<file path="config.mk">
export PLATFORM = sky130hd
export DESIGN_NAME = processor_pw_flat
export DESIGN_NICKNAME = d
export VERILOG_FILES = /design/src/rtl/processor_pw_if.sv /design/src/rtl/processor_pw.sv /design/src/flat_wrapper.sv
export SDC_FILE = /design/constraint.sdc
export NUM_CORES = 1
export LEC_CHECK = 0
export CORE_ASPECT_RATIO = 0.7
export CORE_MARGIN = 1.5
export CORE_UTILIZATION = 56
export CTS_CLUSTER_SIZE = 25
export DETAILED_ROUTE_END_ITERATION = 10
export GPL_ROUTABILITY_DRIVEN = 0
export PLACE_DENSITY_LB_ADDON = 0.1
export SYNTH_ARGS = -nofsm -noshare
export SYNTH_HDL_FRONTEND = slang
export SYNTH_SLANG_ARGS = --single-unit
</file>
<file path="constraint.sdc">
create_clock -name clk -period 6.55 [get_ports clk]
set_clock_uncertainty 0.05 [all_clocks]
set_input_delay 1.965 -clock clk [delete_from_list [all_inputs] [get_ports clk]]
set_output_delay 1.965 -clock clk [all_outputs]
set_load 0.01 [all_outputs]
</file>
<file path="src/rtl/processor_pw_if.sv">
// Instruction-fetch handshake between the accumulator core and its ROM.
// The core is the master: it requests and addresses, the ROM answers.
interface processor_pw_if #(
    parameter int PCW = 8
);
    logic [7:0]     instruction;
    logic           instr_valid;
    logic           instr_req;
    logic [PCW-1:0] pc;

    modport master (
        input  instruction,
        input  instr_valid,
        output instr_req,
        output pc
    );

    modport slave (
        output instruction,
        output instr_valid,
        input  instr_req,
        input  pc
    );
endinterface

</file>
<file path="src/rtl/processor_pw.sv">
// Multi-cycle parametrised accumulator core: FETCH -> EXEC, with a sticky HALT.
// Instruction word is opcode[7:4], operand n[3:0].
module processor_pw #(
    parameter int DW   = 8,
    parameter int NREG = 16,
    parameter int PCW  = 8
) (
    input  logic           clk,
    input  logic           clb,
    processor_pw_if.master fetch,
    output logic [DW-1:0]  acc,
    output logic           zflag,
    output logic           cflag,
    output logic           halted
);
    localparam logic [1:0] S_FETCH = 2'd0;
    localparam logic [1:0] S_EXEC  = 2'd1;
    localparam logic [1:0] S_HALT  = 2'd2;

    logic [1:0]     state_q, state_d;
    logic [7:0]     ir_q, ir_d;
    logic [PCW-1:0] pc_q, pc_d;
    logic [DW-1:0]  acc_q, acc_d;
    logic           z_q, z_d;
    logic           c_q, c_d;
    logic [DW-1:0]  rf_q [NREG];
    logic [DW-1:0]  rf_d [NREG];

    logic [DW-1:0]  rf_rd [16];
    logic [3:0]     op, n;
    logic [DW-1:0]  rval, imm;
    logic [DW:0]    sum, diff;
    logic           upd_z, take;

    assign op = ir_q[7:4];
    assign n  = ir_q[3:0];

    // Unimplemented register slots read as zero.
    for (genvar i = 0; i < 16; i++) begin : g_rd
        if (i < NREG) begin : g_on
            assign rf_rd[i] = rf_q[i];
        end else begin : g_off
            assign rf_rd[i] = '0;
        end
    end

    assign rval  = rf_rd[n];
    assign imm   = {{(DW-4){1'b0}}, n};
    assign sum   = {1'b0, acc_q} + {1'b0, rval};
    assign diff  = {1'b0, acc_q} - {1'b0, rval};
    assign upd_z = (op == 4'h1) || (op == 4'h2) ||
                   ((op >= 4'h4) && (op <= 4'hA));
    assign take  = (op == 4'hB) ||
                   ((op == 4'hC) && z_q) ||
                   ((op == 4'hD) && c_q) ||
                   ((op == 4'hE) && !z_q);

    always_comb begin
        state_d = state_q;
        ir_d    = ir_q;
        pc_d    = pc_q;
        acc_d   = acc_q;
        z_d     = z_q;
        c_d     = c_q;
        rf_d    = rf_q;
        unique case (1'b1)
            (state_q == S_FETCH): begin
                if (fetch.instr_valid) begin
                    ir_d    = fetch.instruction;
                    pc_d    = pc_q + PCW'(1);
                    state_d = S_EXEC;
                end
            end
            (state_q == S_EXEC): begin
                state_d = (op == 4'hF) ? S_HALT : S_FETCH;
                case (op)
                    4'h1: acc_d = imm;
                    4'h2: acc_d = rval;
                    4'h3: begin
                        for (int i = 0; i < NREG; i++)
                            if (n == 4'(i)) rf_d[i] = acc_q;
                    end
                    4'h4: {c_d, acc_d} = sum;
                    4'h5: begin
                        acc_d = diff[DW-1:0];
                        c_d   = diff[DW];
                    end
                    4'h6: acc_d = acc_q & rval;
                    4'h7: acc_d = acc_q | rval;
                    4'h8: acc_d = acc_q ^ rval;
                    4'h9: begin
                        c_d   = acc_q[DW-1];
                        acc_d = {acc_q[DW-2:0], 1'b0};
                    end
                    4'hA: begin
                        c_d   = acc_q[0];
                        acc_d = {1'b0, acc_q[DW-1:1]};
                    end
                    default: ;
                endcase
                // Jump target replaces the increment done at fetch.
                if (take) pc_d = rval[PCW-1:0];
                if (upd_z) z_d = (acc_d == '0);
            end
            default: ;
        endcase
    end

    always_ff @(posedge clk or posedge clb) begin
        if (clb) begin
            state_q <= S_FETCH;
            ir_q    <= '0;
            pc_q    <= '0;
            acc_q   <= '0;
            z_q     <= 1'b0;
            c_q     <= 1'b0;
            for (int i = 0; i < NREG; i++) rf_q[i] <= '0;
        end else begin
            state_q <= state_d;
            ir_q    <= ir_d;
            pc_q    <= pc_d;
            acc_q   <= acc_d;
            z_q     <= z_d;
            c_q     <= c_d;
            rf_q    <= rf_d;
        end
    end

    assign fetch.instr_req = (state_q == S_FETCH);
    assign fetch.pc        = pc_q;
    assign acc             = acc_q;
    assign zflag           = z_q;
    assign cflag           = c_q;
    assign halted          = (state_q == S_HALT);
endmodule
</file>
<file path="src/flat_wrapper.sv">
// flat-port wrapper written by rule: the top's interface ports become plain ports
module processor_pw_flat 
#(
    parameter int DW   = 8,
    parameter int NREG = 16,
    parameter int PCW  = 8
)
  (clk, clb, acc, zflag, cflag, halted, fetch_instruction, fetch_instr_valid, fetch_instr_req, fetch_pc);
  processor_pw_if #(.PCW(PCW)) fetch_i ();
  input  logic clk;
  input  logic clb;
  output logic [DW-1:0] acc;
  output logic zflag;
  output logic cflag;
  output logic halted;
  input wire logic [$bits(fetch_i.instruction)-1:0] fetch_instruction;
  input wire logic [$bits(fetch_i.instr_valid)-1:0] fetch_instr_valid;
  output wire logic [$bits(fetch_i.instr_req)-1:0] fetch_instr_req;
  output wire logic [$bits(fetch_i.pc)-1:0] fetch_pc;
  assign fetch_i.instruction = fetch_instruction;
  assign fetch_i.instr_valid = fetch_instr_valid;
  assign fetch_instr_req = fetch_i.instr_req;
  assign fetch_pc = fetch_i.pc;
  processor_pw #(.DW(DW), .NREG(NREG), .PCW(PCW)) u_core (.clk(clk), .clb(clb), .fetch(fetch_i), .acc(acc), .zflag(zflag), .cflag(cflag), .halted(halted));
endmodule
</file>
==> impl_metrics.py, run 1 <==
metrics = {
    "outcome": {
        "status": "completed",
    },
    "synthesis": {
        "ys_seq_elements": 156,
        "prevailing_post_synth_register_cell": "sky130_fd_sc_hd__dfrtp_1",
        "mappedNetlistArea_mm2": 0.00875,
        "average_instance_area_after_synthesis_um2": 10.2,
        "synthArstFlopShare": 1.00,
        "distinct_cell_type_count_after_synthesis": 76,
        "yosys_warnings": 0,
        "postSynthCellCount": 855,
        "yosysSeqAreaShare": 0.446,
        "mappedNetlistNets": 894,
        "synth-edff-count": 0,
    },
    "power": {
        "power.static_leakage_nw": 4.37,
        "pwr_density_cell_mw_per_mm2": 494,
        "vdd_ir_drop_max_v": 0.000278,
        "design_power_total_mw": 4.79,
    },
    "clock_network": {
        "clock_tree_sinks": 156,
        "clockRootBuffer": "sky130_fd_sc_hd__clkbuf_16",
        "cts.reportedPaths.clkPinSlew_ps": 70,
        "max-clock-path-buffers": 2,
        "clock_latency_ps": 430,
        "cts_tree": "done",
        "cts-hold-fix-buffers": 0,
        "cts_resized": 0,
        "cts.htree.levels": 4,
        "cts_made_buffers": 17,
        "postCtsSetupRepairBufs": 0,
    },
    "placed_design": {
        "detailed_place_hpwl_um": 16500,
        "placedCellCount": 1031,
        "placed_cell_area_mm2": 0.00907,
        "worst_setup_slack_before_clock_tree_synthesis_ps": 1690,
        "place.port_buffers": 30,
    },
    "timing": {
        "worst_slack_ps": 1600,
        "final_max_slew_viol_count": 0,
        "fmax_ghz": 0.202,
        "report.final.setup_viol": 0,
        "fin_worst_hold_slack_ps": 423,
        "finalHoldViolCount": 0,
        "fin_setup_tns_ps": 0,
        "timing.final.crit_share": 0.756,
        "timing.slew.headroom": 0.294,
        "min_period_ps": 4950,
        "max_slew.worst_pin.slew_ps": 1040,
        "grt_setup_unrepaired": "no",
    },
    "worst_setup_path": {
        "crit_arrival_ps": 5210,
        "crit_path_max_fanout": 30,
        "critical_path_buf_inv_count": 2,
        "cpMaxStageDelayCell": "sky130_fd_sc_hd__dfrtp_2",
        "top_delay_family_on_crit_path": "compound AO/OA/AOI/OAI gates",
        "timing.critical_path.required_ps": 6810,
        "crit-reg2reg-capture": "u_core.zflag",
        "endpoint_of_the_worst_setup_timing_path": "u_core.zflag",
        "end_kind": "register",
        "criticalPathCategory": "register to register",
        "crit_path_start_kind": "register",
        "crit_start": "u_core.ir_q[0]",
        "reg2reg_slack_ps": 1600,
        "critical-path-max-stage-delay_ps": 970,
        "path_cells": "buf_4 > mux4_1 > mux2_2 > a21oi_1 > inv_1 > fa_1 > o21ba_2 > o21bai_1 > mux2i_1 > xnor2_1 > o311a_1 > o2111ai_1 > o21ai_1",
        "cp_num_cells": 13,
        "regToRegStartpoint": "u_core.ir_q[0]",
        "reg2reg_depth": 13,
    },
    "cells_and_area": {
        "layout.cells.non_filler": 1063,
        "final_net_count": 889,
        "layout-drive-gt1-share": 0.117,
        "insertedDiodeCount": 0,
        "final_util": 0.629,
        "area_delta_synth_final_pct": 10.7,
        "final_design_area_no_fill_mm2": 0.00969,
    },
    "job": {
        "maxCapViolCount": 0,
    },
    "hold_path": {
        "hp-class": "register to register",
    },
    "die": {
        "floorplan.core_area_mm2": 0.0154,
        "die_h_um": 108,
        "start_util": 0.568,
        "number_of_top_level_design_ports": 31,
        "floorplan.die_area_mm2": 0.0164,
        "dieWidth_um": 152,
        "rows": 38,
    },
    "route": {
        "detail_route.drc_violations": 0,
        "routedLengthMet1_um": 10800,
        "drt.antenna.violating_nets": 0,
        "avgRoutedWirePerCell_um": 22.6,
        "detailedRoute.firstIterationViolations": 717,
        "drt_pre_antenna_iters": 5,
        "totalWireLength_um": 24000,
        "route.met2.wl_um": 10300,
        "met3WireLength_um": 2550,
        "route.detailed.vias_per_inst": 6.44,
        "vias": 6844,
        "highest_signal_layer": "met4",
    },
    "grt": {
        "global_route_wire_length_before_repair_um": 37600,
        "track_usage": 0.306,
        "gr-total-overflow": 0,
        "via_count_of_the_first_global_routing_pass": 6515,
        "antenna_found_initial": 0,
        "grt_start_max_net_pins": 73,
    },
}
## flip-flops by register name (all words and copies together) (netlist names)
| register | flops |
|---|---|
| u_core.rf_q | 128 |
| u_core.ir_q | 8 |
| u_core.acc | 8 |
| u_core.cflag | 1 |
| u_core.fetch.pc | 8 |
| u_core.zflag | 1 |
| u_core.state_q | 2 |
## layer usage
layer | GRT usage | up-vias
li1 | - | 3086
met1 | 0.427 | 3414
met2 | 0.444 | 311
met3 | 0.120 | 33
met4 | 0.0859 | 0
met5 | 0 | -
## cells in the mapped netlist (all sizes together), types with 8 or more instances
library cell | n | share of area
a21oi | 31 | 0.018
dfrtp | 156 | 0.45
a31oi | 10 | 0.0071
mux2i | 19 | 0.022
ha | 26 | 0.037
mux2 | 44 | 0.057
mux4 | 29 | 0.083
nand2b | 9 | 0.0064
o21ai | 128 | 0.073
nand2 | 139 | 0.060
clkbuf | 40 | 0.017
nor3 | 9 | 0.0057
inv | 25 | 0.011
nand3 | 8 | 0.0046
nor2 | 33 | 0.014
buf | 23 | 0.018
## worst min-delay path by stage
stage / from / endpoint / slack [ps] / cells past startpoint
detailed placement: u_core.rf_q[30] / u_core.rf_q[30] / 410 / 2
CTS: u_core.rf_q[30] / u_core.rf_q[30] / 430 / 2
finish: u_core.rf_q[30] / u_core.rf_q[30] / 420 / 2
global route: u_core.rf_q[83] / u_core.rf_q[83] / 450 / 2
floorplan: u_core.rf_q[16] / u_core.rf_q[16] / 390 / 2
global placement: u_core.rf_q[8] / u_core.rf_q[8] / 400 / 2
## cell families (layout without fill, tap and decap cells)
| kind of cell | after synthesis | in the layout | share of synthesized area |
|---|---|---|---|
| xor gates and xnor gates | 5 | 5 | 0.00500 |
| DFF | 156 | 156 | 0.446 |
| AOI/OAI and AO/OA | 237 | 237 | 0.163 |
| muxes | 92 | 92 | 0.162 |
| and+or+nand+nor | 248 | 248 | 0.136 |
| adders and majority gates | 28 | 28 | 0.0417 |
| buffers and inverters | 89 | 97 | 0.0466 |
## placed cells by master (no fill, tap or decap), types with 5 or more instances in the layout
master,instances
sky130_fd_sc_hd__dfrtp_1,155
sky130_fd_sc_hd__nor3_1,8
sky130_fd_sc_hd__nor2_1,32
sky130_fd_sc_hd__a21oi_1,31
sky130_fd_sc_hd__ha_1,26
sky130_fd_sc_hd__and3_1,7
sky130_fd_sc_hd__nor2b_1,7
sky130_fd_sc_hd__buf_4,9
sky130_fd_sc_hd__nand2_1,139
sky130_fd_sc_hd__mux4_2,9
sky130_fd_sc_hd__mux4_1,20
sky130_fd_sc_hd__o21ai_0,127
sky130_fd_sc_hd__nand3_1,8
sky130_fd_sc_hd__nand2b_1,9
sky130_fd_sc_hd__nor4_1,5
sky130_fd_sc_hd__mux2_2,43
sky130_fd_sc_hd__a21o_1,7
sky130_fd_sc_hd__inv_1,24
sky130_fd_sc_hd__clkdlybuf4s50_1,30
sky130_fd_sc_hd__a31oi_1,10
sky130_fd_sc_hd__clkbuf_16,17
sky130_fd_sc_hd__mux2i_1,19
sky130_fd_sc_hd__nand3b_1,5
sky130_fd_sc_hd__a22oi_1,6
## worst reg2reg max path, cell delays in order, from the launching register on
cell and delay, ps:
sky130_fd_sc_hd__dfrtp_2 970, sky130_fd_sc_hd__buf_4 460, sky130_fd_sc_hd__mux4_1 580, sky130_fd_sc_hd__mux2_2 340, sky130_fd_sc_hd__a21oi_1 360, sky130_fd_sc_hd__inv_1 180
sky130_fd_sc_hd__fa_1 480, sky130_fd_sc_hd__o21ba_2 220, sky130_fd_sc_hd__o21bai_1 290, sky130_fd_sc_hd__mux2i_1 160, sky130_fd_sc_hd__xnor2_1 150, sky130_fd_sc_hd__o311a_1 330
sky130_fd_sc_hd__o2111ai_1 200, sky130_fd_sc_hd__o21ai_1 80
## final cells by class
type                            instances  area [um2]
Tap cell                              200         250
Multi-Input combinational cell        610        4440
Clock inverter                         12         188
Timing Repair Buffer                   39         368
Inverter                               26         103
Clock buffer                           20         437
Sequential cell                       156        3910
Fill cell                            1270        5710
## power breakdown
| part | internal (mW) | switching, mW | leakage (nW) |
|---|---|---|---|
| Sequential | 1.19 | 0.332 | 2.12 |
| Clock | 0.643 | 0.413 | 0.295 |
| Combinational | 0.887 | 1.32 | 1.96 |
| Total | 2.72 | 2.06 | 4.37 |
(Power assumes the default switching activity.)
==> run 2, diff against run 1 <==
--- a/config.mk
+++ b/config.mk
@@ -7,7 +7,7 @@
 export LEC_CHECK = 0
 export CORE_ASPECT_RATIO = 0.7
 export CORE_MARGIN = 1.5
-export CORE_UTILIZATION = 56
+export CORE_UTILIZATION = 60
 export CTS_CLUSTER_SIZE = 25
 export DETAILED_ROUTE_END_ITERATION = 10
 export GPL_ROUTABILITY_DRIVEN = 0
==> constraint.sdc (replaced) <==
create_clock -name clk -period 4.6 [get_ports clk]
set_clock_uncertainty 0.05 [all_clocks]
set_input_delay 1.38 -clock clk [delete_from_list [all_inputs] [get_ports clk]]
set_output_delay 1.38 -clock clk [all_outputs]
set_load 0.01 [all_outputs]
==> impl_metrics.py, run 2 (synthesis results as in run 1) <==
metrics = {
    "route": {
        "detailedRoute.firstIterationViolations": 919,
        "totalWireLength_um": 24700,
        "avgRoutedWirePerCell_um": 23.1,
        "routedLengthMet1_um": 10600,
        "drt.antenna.violating_nets": 0,
        "route.met2.wl_um": 10900,
        "drt_pre_antenna_iters": 9,
        "vias": 7092,
        "highest_signal_layer": "met4",
        "detail_route.drc_violations": 0,
        "route.detailed.vias_per_inst": 6.63,
        "met3WireLength_um": 2690,
    },
    "grt": {
        "grt_start_max_net_pins": 87,
        "track_usage": 0.339,
        "gr-total-overflow": 0,
        "via_count_of_the_first_global_routing_pass": 6852,
        "global_route_wire_length_before_repair_um": 39100,
        "antenna_found_initial": 0,
    },
    "timing": {
        "final_max_slew_viol_count": 0,
        "worst_slack_ps": 79.9,
        "finalHoldViolCount": 0,
        "timing.slew.headroom": 0.263,
        "max_slew.worst_pin.slew_ps": 1090,
        "grt_setup_unrepaired": "no",
        "report.final.setup_viol": 0,
        "fmax_ghz": 0.221,
        "fin_setup_tns_ps": 0,
        "min_period_ps": 4520,
        "timing.final.crit_share": 0.983,
    },
    "cells_and_area": {
        "final_net_count": 907,
        "fillCellCount": 1041,
        "layout-drive-gt1-share": 0.137,
        "area_delta_synth_final_pct": 12.4,
        "insertedDiodeCount": 0,
        "number_of_flip_flops_in_the_largest_register": 128,
        "largest_register": "u_core.rf_q",
        "layout.cells.most_common_list": "sky130_fd_sc_hd__dfrtp_1, sky130_fd_sc_hd__nand2_1, sky130_fd_sc_hd__o21ai_0",
        "layout.cells.most_common": "sky130_fd_sc_hd__dfrtp_1",
    },
    "worst_setup_path": {
        "crit_path_max_fanout": 19,
        "timing.critical_path.required_ps": 4910,
        "criticalPathCategory": "register to register",
        "reg2reg_slack_ps": 80,
        "path_cells": "buf_4 > mux4_1 > mux2_2 > o21ai_1 > ha_1 > or4bb_1 > a21oi_1 > nor4b_1 > o311ai_1 > nor4_1 > o2111ai_1 > o21ai_1",
        "crit_arrival_ps": 4830,
        "reg2reg_depth": 12,
        "cpMaxStageDelayCell": "sky130_fd_sc_hd__dfrtp_4",
        "end_kind": "register",
        "critical_path.most_common_cell": "sky130_fd_sc_hd__o21ai_1",
        "critical-path-max-stage-delay_ps": 620,
        "crit_path_start_kind": "register",
        "crit-reg2reg-capture": "u_core.zflag",
        "regToRegStartpoint": "u_core.ir_q[0]",
    },
    "die": {
        "die_h_um": 104,
        "floorplan.die_area_mm2": 0.0153,
        "number_of_top_level_design_ports": 31,
        "start_util": 0.621,
        "floorplan.core_area_mm2": 0.0141,
        "rows": 36,
        "dieWidth_um": 147,
    },
    "placed_design": {
        "detailed_place_hpwl_um": 16900,
        "place.port_buffers": 30,
        "worst_setup_slack_before_clock_tree_synthesis_ps": 1.32,
    },
    "power": {
        "switching_power_mw": 2.97,
        "p_int_mw": 4.04,
        "pwr-share-comb": 0.477,
        "clockPowerShare": 0.219,
        "power.static_leakage_nw": 4.47,
        "power.share.sequential": 0.303,
        "design_power_total_mw": 7.01,
        "vdd_ir_drop_max_v": 0.000515,
        "pwr_density_cell_mw_per_mm2": 712,
        "netSwitchingFraction": 0.423,
    },
    "hold_path": {
        "whs_path_depth": 2,
        "hp-class": "register to register",
        "hold_path_end": "u_core.rf_q[16]",
        "hold_path.startpoint": "u_core.rf_q[16]",
    },
    "clock_network": {
        "postCtsSetupRepairBufs": 0,
        "clockRootBuffer": "sky130_fd_sc_hd__clkbuf_16",
        "clock_latency_ps": 430,
        "clock_tree_sinks": 156,
        "cts_tree": "done",
        "cts.reportedPaths.clkPinSlew_ps": 60,
        "max-clock-path-buffers": 2,
        "cts_made_buffers": 17,
        "cts.htree.levels": 4,
    },
    "outcome": {
        "status": "completed",
    },
    "job": {
        "maxCapViolCount": 0,
    },
}
run 2: cell types whose count changed in the layout (fill, tap and decap cells not counted), moves of 2 or more:
cell                       change
sky130_fd_sc_hd__buf_4        +17
sky130_fd_sc_hd__inv_6         -3
sky130_fd_sc_hd__clkbuf_1      -2
sky130_fd_sc_hd__clkinv_2      +2
sky130_fd_sc_hd__o21ai_0       -2
sky130_fd_sc_hd__o21ai_1       +2
run 2: critical path, delay by kind of cell (launching register included):
| family | cells | cell delay, ps |
|---|---|---|
| AOI/OAI and AO/OA | 5 | 1150 |
| adders and majority gates | 1 | 510 |
| and+or+nand+nor | 3 | 960 |
| muxes | 2 | 880 |
| DFF | 1 | 620 |
| buffers and inverters | 1 | 270 |
run 2: cell type report:
| cell class | count | area, um2 | share of cell area |
|---|---|---|---|
| timing repair buffer | 57 | 515 | 0.0524 |
| multi-input combinational | 610 | 4440 | 0.451 |
| inverter | 26 | 101 | 0.0103 |
| sequential | 156 | 3910 | 0.397 |
| clock buffer | 19 | 443 | 0.0450 |
| clock inverter | 11 | 194 | 0.0197 |
| tap | 190 | 238 | 0.0242 |
run 2: worst max path at each step:
| stage | from | to | slack [ps] | cells after the start |
|---|---|---|---|---|
| detailed placement | u_core.ir_q[0] | u_core.zflag | 1 | 12 |
| global route | u_core.ir_q[0] | u_core.zflag | 40 | 12 |
| global placement | u_core.ir_q[0] | u_core.zflag | 20 | 12 |
| CTS | u_core.ir_q[0] | u_core.zflag | 180 | 12 |
| floorplan | u_core.ir_q[0] | u_core.zflag | 920 | 15 |
| finish | u_core.ir_q[0] | u_core.zflag | 80 | 12 |
run 2: stage by stage:
stage | hold slack (ps) | utilization | instance area (um2) | cells
finish | 424 | 0.698 | 9840 | 1069
global route | 449 | 0.698 | 9840 | 1069
CTS | 425 | 0.698 | 9840 | 1069
detailed placement | 412 | 0.653 | 9200 | 1039
global placement | 403 | 0.653 | 9200 | 1039
floorplan | 392 | - | 8760 | 855
run 2: repair_timing:
item	in CTS	in global routing
resized for setup	1	3
hold buffers	0	0
pin swaps	0	0
endpoints found under the hold margin	0	0
setup endpoints to repair	1	1
run 2: per-layer routing:
layer | vias up | track usage
met1 | 3510 | 0.492
met4 | 0 | 0.110
met3 | 58 | 0.102
met5 | - | 0
met2 | 414 | 0.489
li1 | 3110 | -
run 2: power groups by stage:
| stage | registers, mW | logic, mW | clock network [mW] |
|---|---|---|---|
| 2_1_floorplan | 1.95 | 2.32 | 0 |
| 5_1_grt | 2.16 | 3.57 | 1.61 |
| 4_1_cts | 2.10 | 3.23 | 1.55 |
| 3_3_place_gp | 2.10 | 3.13 | 0 |
| 6_report | 2.12 | 3.34 | 1.54 |
| 3_5_place_dp | 2.12 | 3.19 | 0 |
